===== config.mk =====
export PLATFORM = sky130hd
export DESIGN_NAME = hazard_scoreboard
export DESIGN_NICKNAME = d
export VERILOG_FILES = /design/src/rtl/hazard_scoreboard.sv
export SDC_FILE = /design/constraint.sdc
export NUM_CORES = 1
export LEC_CHECK = 0
export BUFFER_PORTS_ARGS = -buffer_cell sky130_fd_sc_hd__buf_2
export CAP_MARGIN = 20
export CELL_PAD_IN_SITES_DETAIL_PLACEMENT = 0
export CELL_PAD_IN_SITES_GLOBAL_PLACEMENT = 1
export CORE_ASPECT_RATIO = 2
export CORE_MARGIN = 4
export CORE_UTILIZATION = 43
export DETAILED_ROUTE_END_ITERATION = 8
export PLACE_DENSITY_LB_ADDON = 0.3
export SETUP_SLACK_MARGIN = 0.1
export SYNTH_ARGS = -nofsm -noshare
export SYNTH_HDL_FRONTEND = slang
export SYNTH_SLANG_ARGS = --single-unit

===== constraint.sdc =====
create_clock -name clk -period 4.5 [get_ports clk]
set_input_delay 0.675 -clock clk [delete_from_list [all_inputs] [get_ports clk]]
set_output_delay 0.675 -clock clk [all_outputs]
set_load 0.005 [all_outputs]

===== src/rtl/hazard_scoreboard.sv =====
// hazard_scoreboard: per-register pending-write scoreboard beside decode.
// Counts in-flight writers per architectural register and raises a decode
// stall on a RAW hazard (a source with an outstanding writer) or when the
// destination counter is already at its maximum.
//
// Ports:
//   clk, rst_n                 clock, asynchronous active-low reset
//   id_valid/id_rs/id_rt/...   decode instruction (sources, destination)
//   wb_valid/wb_rd/wb_we       writeback release of a destination
//   sq_valid/sq_rd             squash release of one killed writer
//   stall                      combinational decode stall
//   pending                    per-register "count != 0" from registered state
//   err                        sticky: release seen against a zero count
//
// Optional build macro HAZARD_SCOREBOARD_STALL_CNT_EN adds a saturating
// 16-bit stall cycle counter (stall_cycles) with synchronous clear
// (stall_cnt_clr, priority over increment).

module hazard_scoreboard #(
    parameter int unsigned NREG      = 8,
    parameter int unsigned RW        = 3,
    parameter int unsigned CW        = 2,
    parameter int unsigned WB_BYPASS = 1
) (
    input  logic            clk,
    input  logic            rst_n,
    input  logic            id_valid,
    input  logic [RW-1:0]   id_rs,
    input  logic            id_rs_used,
    input  logic [RW-1:0]   id_rt,
    input  logic            id_rt_used,
    input  logic [RW-1:0]   id_rd,
    input  logic            id_rd_we,
    input  logic            wb_valid,
    input  logic [RW-1:0]   wb_rd,
    input  logic            wb_we,
    input  logic            sq_valid,
    input  logic [RW-1:0]   sq_rd,
    output logic            stall,
    output logic [NREG-1:0] pending,
    output logic            err
`ifdef HAZARD_SCOREBOARD_STALL_CNT_EN
    ,
    input  logic            stall_cnt_clr,
    output logic [15:0]     stall_cycles
`endif
);

    // Sum width: one extra bit so count + issue never wraps.
    localparam int unsigned SW = CW + 1;
    localparam logic [CW-1:0] CNT_MAX = {CW{1'b1}};

    logic [NREG-1:0][CW-1:0] cnt_q, cnt_d;
    logic                    err_q, err_d;

    logic                    ret, sq, raw, full, issue;
    logic [NREG-1:0]         ret_hit, sq_hit, inc_hit, busy, uflow;
    logic [NREG-1:0][SW-1:0] sum_w, dec_w;

    // Per-register event decode, hazard detection and next-state counts.
    always_comb begin
        ret     = wb_valid & wb_we;
        sq      = sq_valid;
        ret_hit = '0;
        sq_hit  = '0;
        inc_hit = '0;
        busy    = '0;
        uflow   = '0;
        sum_w   = '0;
        dec_w   = '0;
        pending = '0;
        cnt_d   = cnt_q;

        for (int unsigned r = 0; r < NREG; r++) begin
            ret_hit[r] = ret && (wb_rd == RW'(r));
            sq_hit[r]  = sq  && (sq_rd == RW'(r));
            dec_w[r]   = SW'(ret_hit[r]) + SW'(sq_hit[r]);
            busy[r]    = (cnt_q[r] != '0);
            pending[r] = (cnt_q[r] != '0);
            // Write-through register file: the last outstanding writer
            // retiring this cycle already makes the value visible.
            if ((WB_BYPASS != 0) && ret_hit[r] && (SW'(cnt_q[r]) == dec_w[r])) begin
                busy[r] = 1'b0;
            end
        end

        raw   = id_valid & ((id_rs_used & busy[id_rs]) | (id_rt_used & busy[id_rt]));
        full  = id_valid & id_rd_we & (cnt_q[id_rd] == CNT_MAX);
        stall = raw | full;
        issue = id_valid & id_rd_we & ~stall;

        for (int unsigned r = 0; r < NREG; r++) begin
            inc_hit[r] = issue && (id_rd == RW'(r));
            sum_w[r]   = SW'(cnt_q[r]) + SW'(inc_hit[r]);
            // Releases that would take the count below zero are dropped.
            if (sum_w[r] < dec_w[r]) begin
                uflow[r] = 1'b1;
                cnt_d[r] = '0;
            end else begin
                cnt_d[r] = CW'(sum_w[r] - dec_w[r]);
            end
        end

        err_d = err_q | (|uflow);
        err   = err_q;
    end

    // Scoreboard state.
    always_ff @(posedge clk or negedge rst_n) begin
        if (!rst_n) begin
            cnt_q <= '0;
            err_q <= 1'b0;
        end else begin
            cnt_q <= cnt_d;
            err_q <= err_d;
        end
    end

`ifdef HAZARD_SCOREBOARD_STALL_CNT_EN
    logic [15:0] stall_cycles_q, stall_cycles_d;

    // Saturating stall counter; clear wins over increment.
    always_comb begin
        stall_cycles_d = stall_cycles_q;
        if (stall_cnt_clr) begin
            stall_cycles_d = '0;
        end else if (stall && (stall_cycles_q != 16'hFFFF)) begin
            stall_cycles_d = stall_cycles_q + 16'd1;
        end
        stall_cycles = stall_cycles_q;
    end

    always_ff @(posedge clk or negedge rst_n) begin
        if (!rst_n) begin
            stall_cycles_q <= '0;
        end else begin
            stall_cycles_q <= stall_cycles_d;
        end
    end
`endif

endmodule

; After elaboration in Yosys (flattened, before gate mapping)
; Cells that the tools add are included.
[op_classes]
addsub = 24
multipliers = 0
div_mod_pow = 0
order_cmp = 11
eq_ne = 30
n_shift = 0
n_mux = 30
n_bitwise = 11
reduce_logical = 44
[ops]
columns = cell, count
row1 = $eq 3x3->1 const B, 12
row2 = $logic_and 1x1->1, 32
row3 = $add 2x1->3, 8
row4 = $lt 3x2->1, 8
row5 = $eq 3x2->1 const B, 6
row6 = $mux 1, 18
row7 = $mux 2, 9
row8 = $add 1x1->2, 8
row9 = $eq 2x2->1, 8
row10 = $reduce_bool 2->1, 8
row11 = $sub 2x2->2, 8
row12 = $lt 3x4->1 const B, 3
row13 = $eq 3x1->1 const B, 3
row14 = $logic_not 3->1, 3
row15 = $reduce_or 8->1, 1
row16 = $and 1x1->1, 7
row17 = $bmux 1 s3, 2
row18 = $bmux 2 s3, 1
row19 = $or 1x1->1, 3
row20 = $eq 2x2->1 const B, 1
row21 = $not 1->1, 1
[totals]
regBits = 17
latch_bits = 0
ram_bits = 0
mem_bits_ro = 0
input_bits = 24
out_inout_bits = 10
wordCells = 159
mem_count = 0

; Depth between registers and ports, before layout
[depth]
ltp_word = 20
depth_mapped = 17
mapped_depth_nobuf = 16

; Least setup slack after synthesis
; OpenSTA, ideal clock, no wires.
[synth_path]
path_kind = input to register
from = in wb_rd[1]
to = reg err_q, in the netlist err
setup_ns = 0.141
arrival_time_ns = 4.551
required_time_ns = 4.359
slack_ns = -0.192
path_stages = 17
n_path_buf = 1
path_cell_list = nand3b_4 > nor2_1 > ha_1 > or3b_1 > a211oi_2 > nor4_1 > or4_1 > o311a_1 > buf_6 > nor3_1 > ha_1 > inv_1 > fa_1 > or3_1 > a2111o_1 > nor3_1 > nand4_1
[synth_between]
elab_chain_len = 20
word_cells_on_any_way = 93
cone_classes = add/sub: 16 / order compare: 8 / eq/ne: 15 / mux: 20 / bitwise: 8 / reduce/logical: 26
[synth_rtl]
columns = element, line_no
row1 = from (decl), 35  ; input logic [RW-1:0] wb_rd,
row2 = "$eq 3x1->1, or another cell as far along", 75  ; ret_hit[r] = ret && (wb_rd == RW'(r));
row3 = $logic_and 1x1->1, 75
row4 = $add 1x1->2, 77  ; dec_w[r] = SW'(ret_hit[r]) + SW'(sq_hit[r]);
row5 = $eq 2x2->1, 82  ; if ((WB_BYPASS != 0) && ret_hit[r] && (SW'(cnt_q[r]) == dec_w[r])) begin
row6 = $logic_and 1x1->1, 82
row7 = $mux 1, 82
row8 = $bmux 1 s3, 87  ; raw = id_valid & ((id_rs_used & busy[id_rs]) | (id_rt_used & busy[id_rt]));
row9 = $mux 1 (implied by the code), 87
row10 = [... 5 more ...], n/a
row11 = $and 1x1->1, 90  ; issue = id_valid & id_rd_we & ~stall;
row12 = $logic_and 1x1->1, 93  ; inc_hit[r] = issue && (id_rd == RW'(r));
row13 = $add 2x1->3, 94  ; sum_w[r] = SW'(cnt_q[r]) + SW'(inc_hit[r]);
row14 = $lt 3x2->1, 96  ; if (sum_w[r] < dec_w[r]) begin
row15 = $mux 1, 96
row16 = $reduce_or 8->1 *, 104  ; err_d = err_q | (|uflow);
row17 = $or 1x1->1 *, 104
row18 = net err_d, 54  ; logic err_q, err_d;
row19 = to (signal assigned), 115  ; err_q <= err_d;
row20 = to (decl), 54
; Mark *: on every way through the listed nets, which the timed path passes. The rest lies on a longest branch. The select of a mux whose other input is x is not followed.

; Final worst setup path
; Same ends and word-level chain as after synthesis.

==> metrics.txt <==
status complete, but fails checks; violated checks setup timing; CP startpoint wb_rd[1]; count leader, synth nor2_1; RR Endpoint err$_DFF_PN0_; die height 109 microns; first-pass GRT wire length between 10,000 and 15,000 microns; Psw 0.327 mW; main combinational cell family by area after synthesis simple AND/OR/NAND/NOR gates; Synth Instances 257; Worst Path Arrival 4.76 ns; pin count of the biggest net entering global routing 18; post-synthesis compound-gate area fraction 13.9%; worst skew pair latency 0.25 ns; Worst Setup Start Kind input pin; Max Cap Violations 0; syn avg cell area 8.59 sq um; Adder-Cell Fraction of Synth Area between 20 and 30%; overall die width 58.7 microns; Via density ~5.7; Max H-tree Level 1; area delta synth->final 52.2%; n_diodes 0; TritonCTS Buffers 3; Routed Antenna Nets 0; Buffers & Inverters on Critical Path 3; Comb power frac 54.9%; CP cell instances buf_2, nand3b_4, nor2_4, ha_4, or3b_1, a211oi_2, nor4_1, or4_4, o211a_4, buf_4, nor3_4, ha_2, inv_1, fa_1, o31a_1, a2111o_1, nor3_2, nand4_1; initial antenna violation count 0; final cell count without fillers 410; num rows 36; Critical Path End err$_DFF_PN0_; Peak VDD IR 0.275 mV; CP max stage delay roughly 0.5 ns; synth unique cells 49; Routed WL 7270 microns; layout cells sized above 1 47.9%; Vias 2,328; simple-gate share of the synthesized area 29.7%; worst-margin pin slew 0.447 ns; Crit. End Element flop; Synth top area share 19.3%; clock sinks 17; all-layer global routing usage between 20% and 30%; Congestion Overflow GR 0; RSZ-0062 raised after global routing true; Crit path max-delay family simple AND/OR/NAND/NOR gates; I/O Buffers 33; max_slew headroom between 60% and 70%; Final WS setup -0.132 ns; cell-internal power 0.466 mW; Design Power 0.792 mW; final number of setup-violating endpoints 1; part of the cycle the worst path needs 103%; crit path max fanout 5; XOR/XNOR Fraction of Synth Area 4.76%; clk slew on worst S/H paths 0.08 ns; Reg2Reg Launch Point cnt_q[15]$_DFF_PN0_; CTS Buffer Depth 2; Post-synth EDFFs 0; # IOs 34; worst reg-to-reg path cell count 14; routability cong. between 0.8 and 0.9; drt wl/cell 17.7 microns; crit path kind in -> reg; Max Clock Skew 0.00257 ns; Yosys top cell by area dfrtp_1; top post-synthesis cells by area dfrtp_1 19%, ha_1 18%, fa_1 7.3%; Max Transition Viols Final 0; FF+latch count, synth 17; die area 0.00642 sq mm; sequential share of the synthesized area 19.3%; initial DRC count about 100; Core Footprint a little under 0.005 sq mm; syn_nets 321; switching part of the total 41.2%; Pleak 1.54 nW; nets 418; f_max 216 MHz; Initial Utilization 45.0%; DP Cell Count 402; Mapped Area about 0.0022 sq mm; YS warnings 0; slowest library cell on the worst path or4_4; utilization after layout 68.5%; ys async rst share 100%; vias in the first global route 2,439; Clk pwr share between 15 and 20%; DR pass1 iterations 4; minimum clock period after layout 4.63 ns; DRC violations left 0; mux share of post-synthesis cell area 1.02%; HPWL Detailed 5780 microns; Data required, critical path ~4.6 ns; ys flop type dfrtp_1; Post-synth top cells 34 x nor2_1, 32 x ha_1, 29 x inv_1; Seq pwr share between 30% and 40%; Reg2Reg Setup Slack roughly 0.52 ns; Final Hold Fails 0; Clk Tree Root Cell clkbuf_8; TritonCTS clock tree done; cell area power density roughly 240 mW/mm^2; Hold Crit Class in -> async; Crit. path cell count 18
==> metal layers <==
layer,global-route usage (%),vias up,wire length (microns)
li1,-,1124,-
met1,21.9,1127,2530
met2,45.4,59,4230
met3,2.59,18,237
met4,10.9,0,270
met5,0,-,0
==> worst min path at each step <==
stage,slack [ns],cells past startpoint,to,startpoint
detailed placement,0.52,2,err$_DFF_PN0_,err$_DFF_PN0_
global route,0.38,1,cnt_q[5]$_DFF_PN0_,rst_n
floorplan,0.38,0,cnt_q[0]$_DFF_PN0_,rst_n
global placement,0.51,2,err$_DFF_PN0_,err$_DFF_PN0_
CTS,0.37,1,cnt_q[0]$_DFF_PN0_,rst_n
finish,0.35,1,cnt_q[5]$_DFF_PN0_,rst_n
==> logic make-up (layout without fill, tap and decap cells) <==
kind of cell               Yosys count  count (layout)
and+or+nand+nor                    117             117
adders and majority gates           40              40
AOI/OAI and AO/OA                   38              38
buffers and inverters               32             128
DFF                                 17              17
xor gates and xnor gates            12              12
muxes                                1               1
==> layout by cell type (no fill, tap or decap), drive strengths merged, types with 2 or more instances in the layout <==
| master | netlist | layout |
|---|---|---|
| o41ai | 5 | 5 |
| o22ai | 2 | 2 |
| ha | 32 | 32 |
| buf | 2 | 93 |
| o31a | 5 | 5 |
| a211oi | 3 | 3 |
| or2 | 8 | 8 |
| nand3 | 5 | 5 |
| or4 | 3 | 3 |
| o21a | 2 | 2 |
| nor4b | 2 | 2 |
| o31ai | 6 | 6 |
| xor2 | 4 | 4 |
| clkbuf | 1 | 5 |
| nor3 | 14 | 14 |
| inv | 29 | 29 |
| and3 | 2 | 2 |
| nand2 | 13 | 13 |
| nand4 | 9 | 9 |
| o2bb2ai | 2 | 2 |
| xnor2 | 8 | 8 |
| nor4 | 3 | 3 |
| nand4bb | 2 | 2 |
| dfrtp | 17 | 17 |
| or3b | 3 | 3 |
| a31oi | 4 | 4 |
| nor2 | 34 | 34 |
| nand2b | 8 | 8 |
| nor2b | 7 | 7 |
| fa | 8 | 8 |
==> worst register-to-register path, cell delays in order (launching register included) <==
cell      delay [ns]
dfrtp_1         0.45
or3b_4          0.43
a211oi_4        0.22
nor3_1          0.08
or4_4           0.55
o211a_4         0.19
buf_4           0.15
nor3_4          0.18
ha_2            0.21
inv_1           0.05
fa_1            0.48
o31a_1          0.31
a2111o_1        0.36
nor3_2          0.11
nand4_1         0.09
==> state kept, by name, indices dropped and copies added (netlist names) <==
name and cells:
cnt_q 16, err 1
==> cell type report <==
| cell class | count | area (sq um) |
|---|---|---|
| timing repair buffer | 95 | 689 |
| tap | 57 | 71.3 |
| sequential | 17 | 425 |
| clock inverter | 1 | 5.00 |
| multi-input combinational | 208 | 2020 |
| inverter | 29 | 109 |
| fill | 424 | 1550 |
| clock buffer | 3 | 41.3 |
==> power by group through the flow <==
stage | clock network (mW) | logic [mW] | registers [mW]
after floorplan | 0 | 0.216 | 0.222
after global placement | 0 | 0.355 | 0.234
after detailed placement | 0 | 0.365 | 0.235
after CTS | 0.122 | 0.388 | 0.235
after global routing | 0.129 | 0.478 | 0.245
final | 0.120 | 0.435 | 0.237
==> per-stage QoR <==
step	TNS [ns]	setup WS, ns	cell area (sq um)	hold slack, ns
detailed placement	-3.88	-0.736	2890	0.525
CTS	-0.176	-0.176	3080	0.371
floorplan	-0.0387	-0.0387	2240	0.379
global route	-0.298	-0.298	3360	0.376
global placement	-3.91	-0.737	2890	0.509
finish	-0.132	-0.132	3360	0.350
==> what timing repair did <==
item | 4_1_cts | 5_1_grt
setup endpoints to repair | 9 | 12
hold buffers | 0 | 0
pin swaps | 18 | 28
resized for setup | 24 | 61
buffers inserted | 3 | 2
Note: power is estimated with default switching activity, not from simulation.
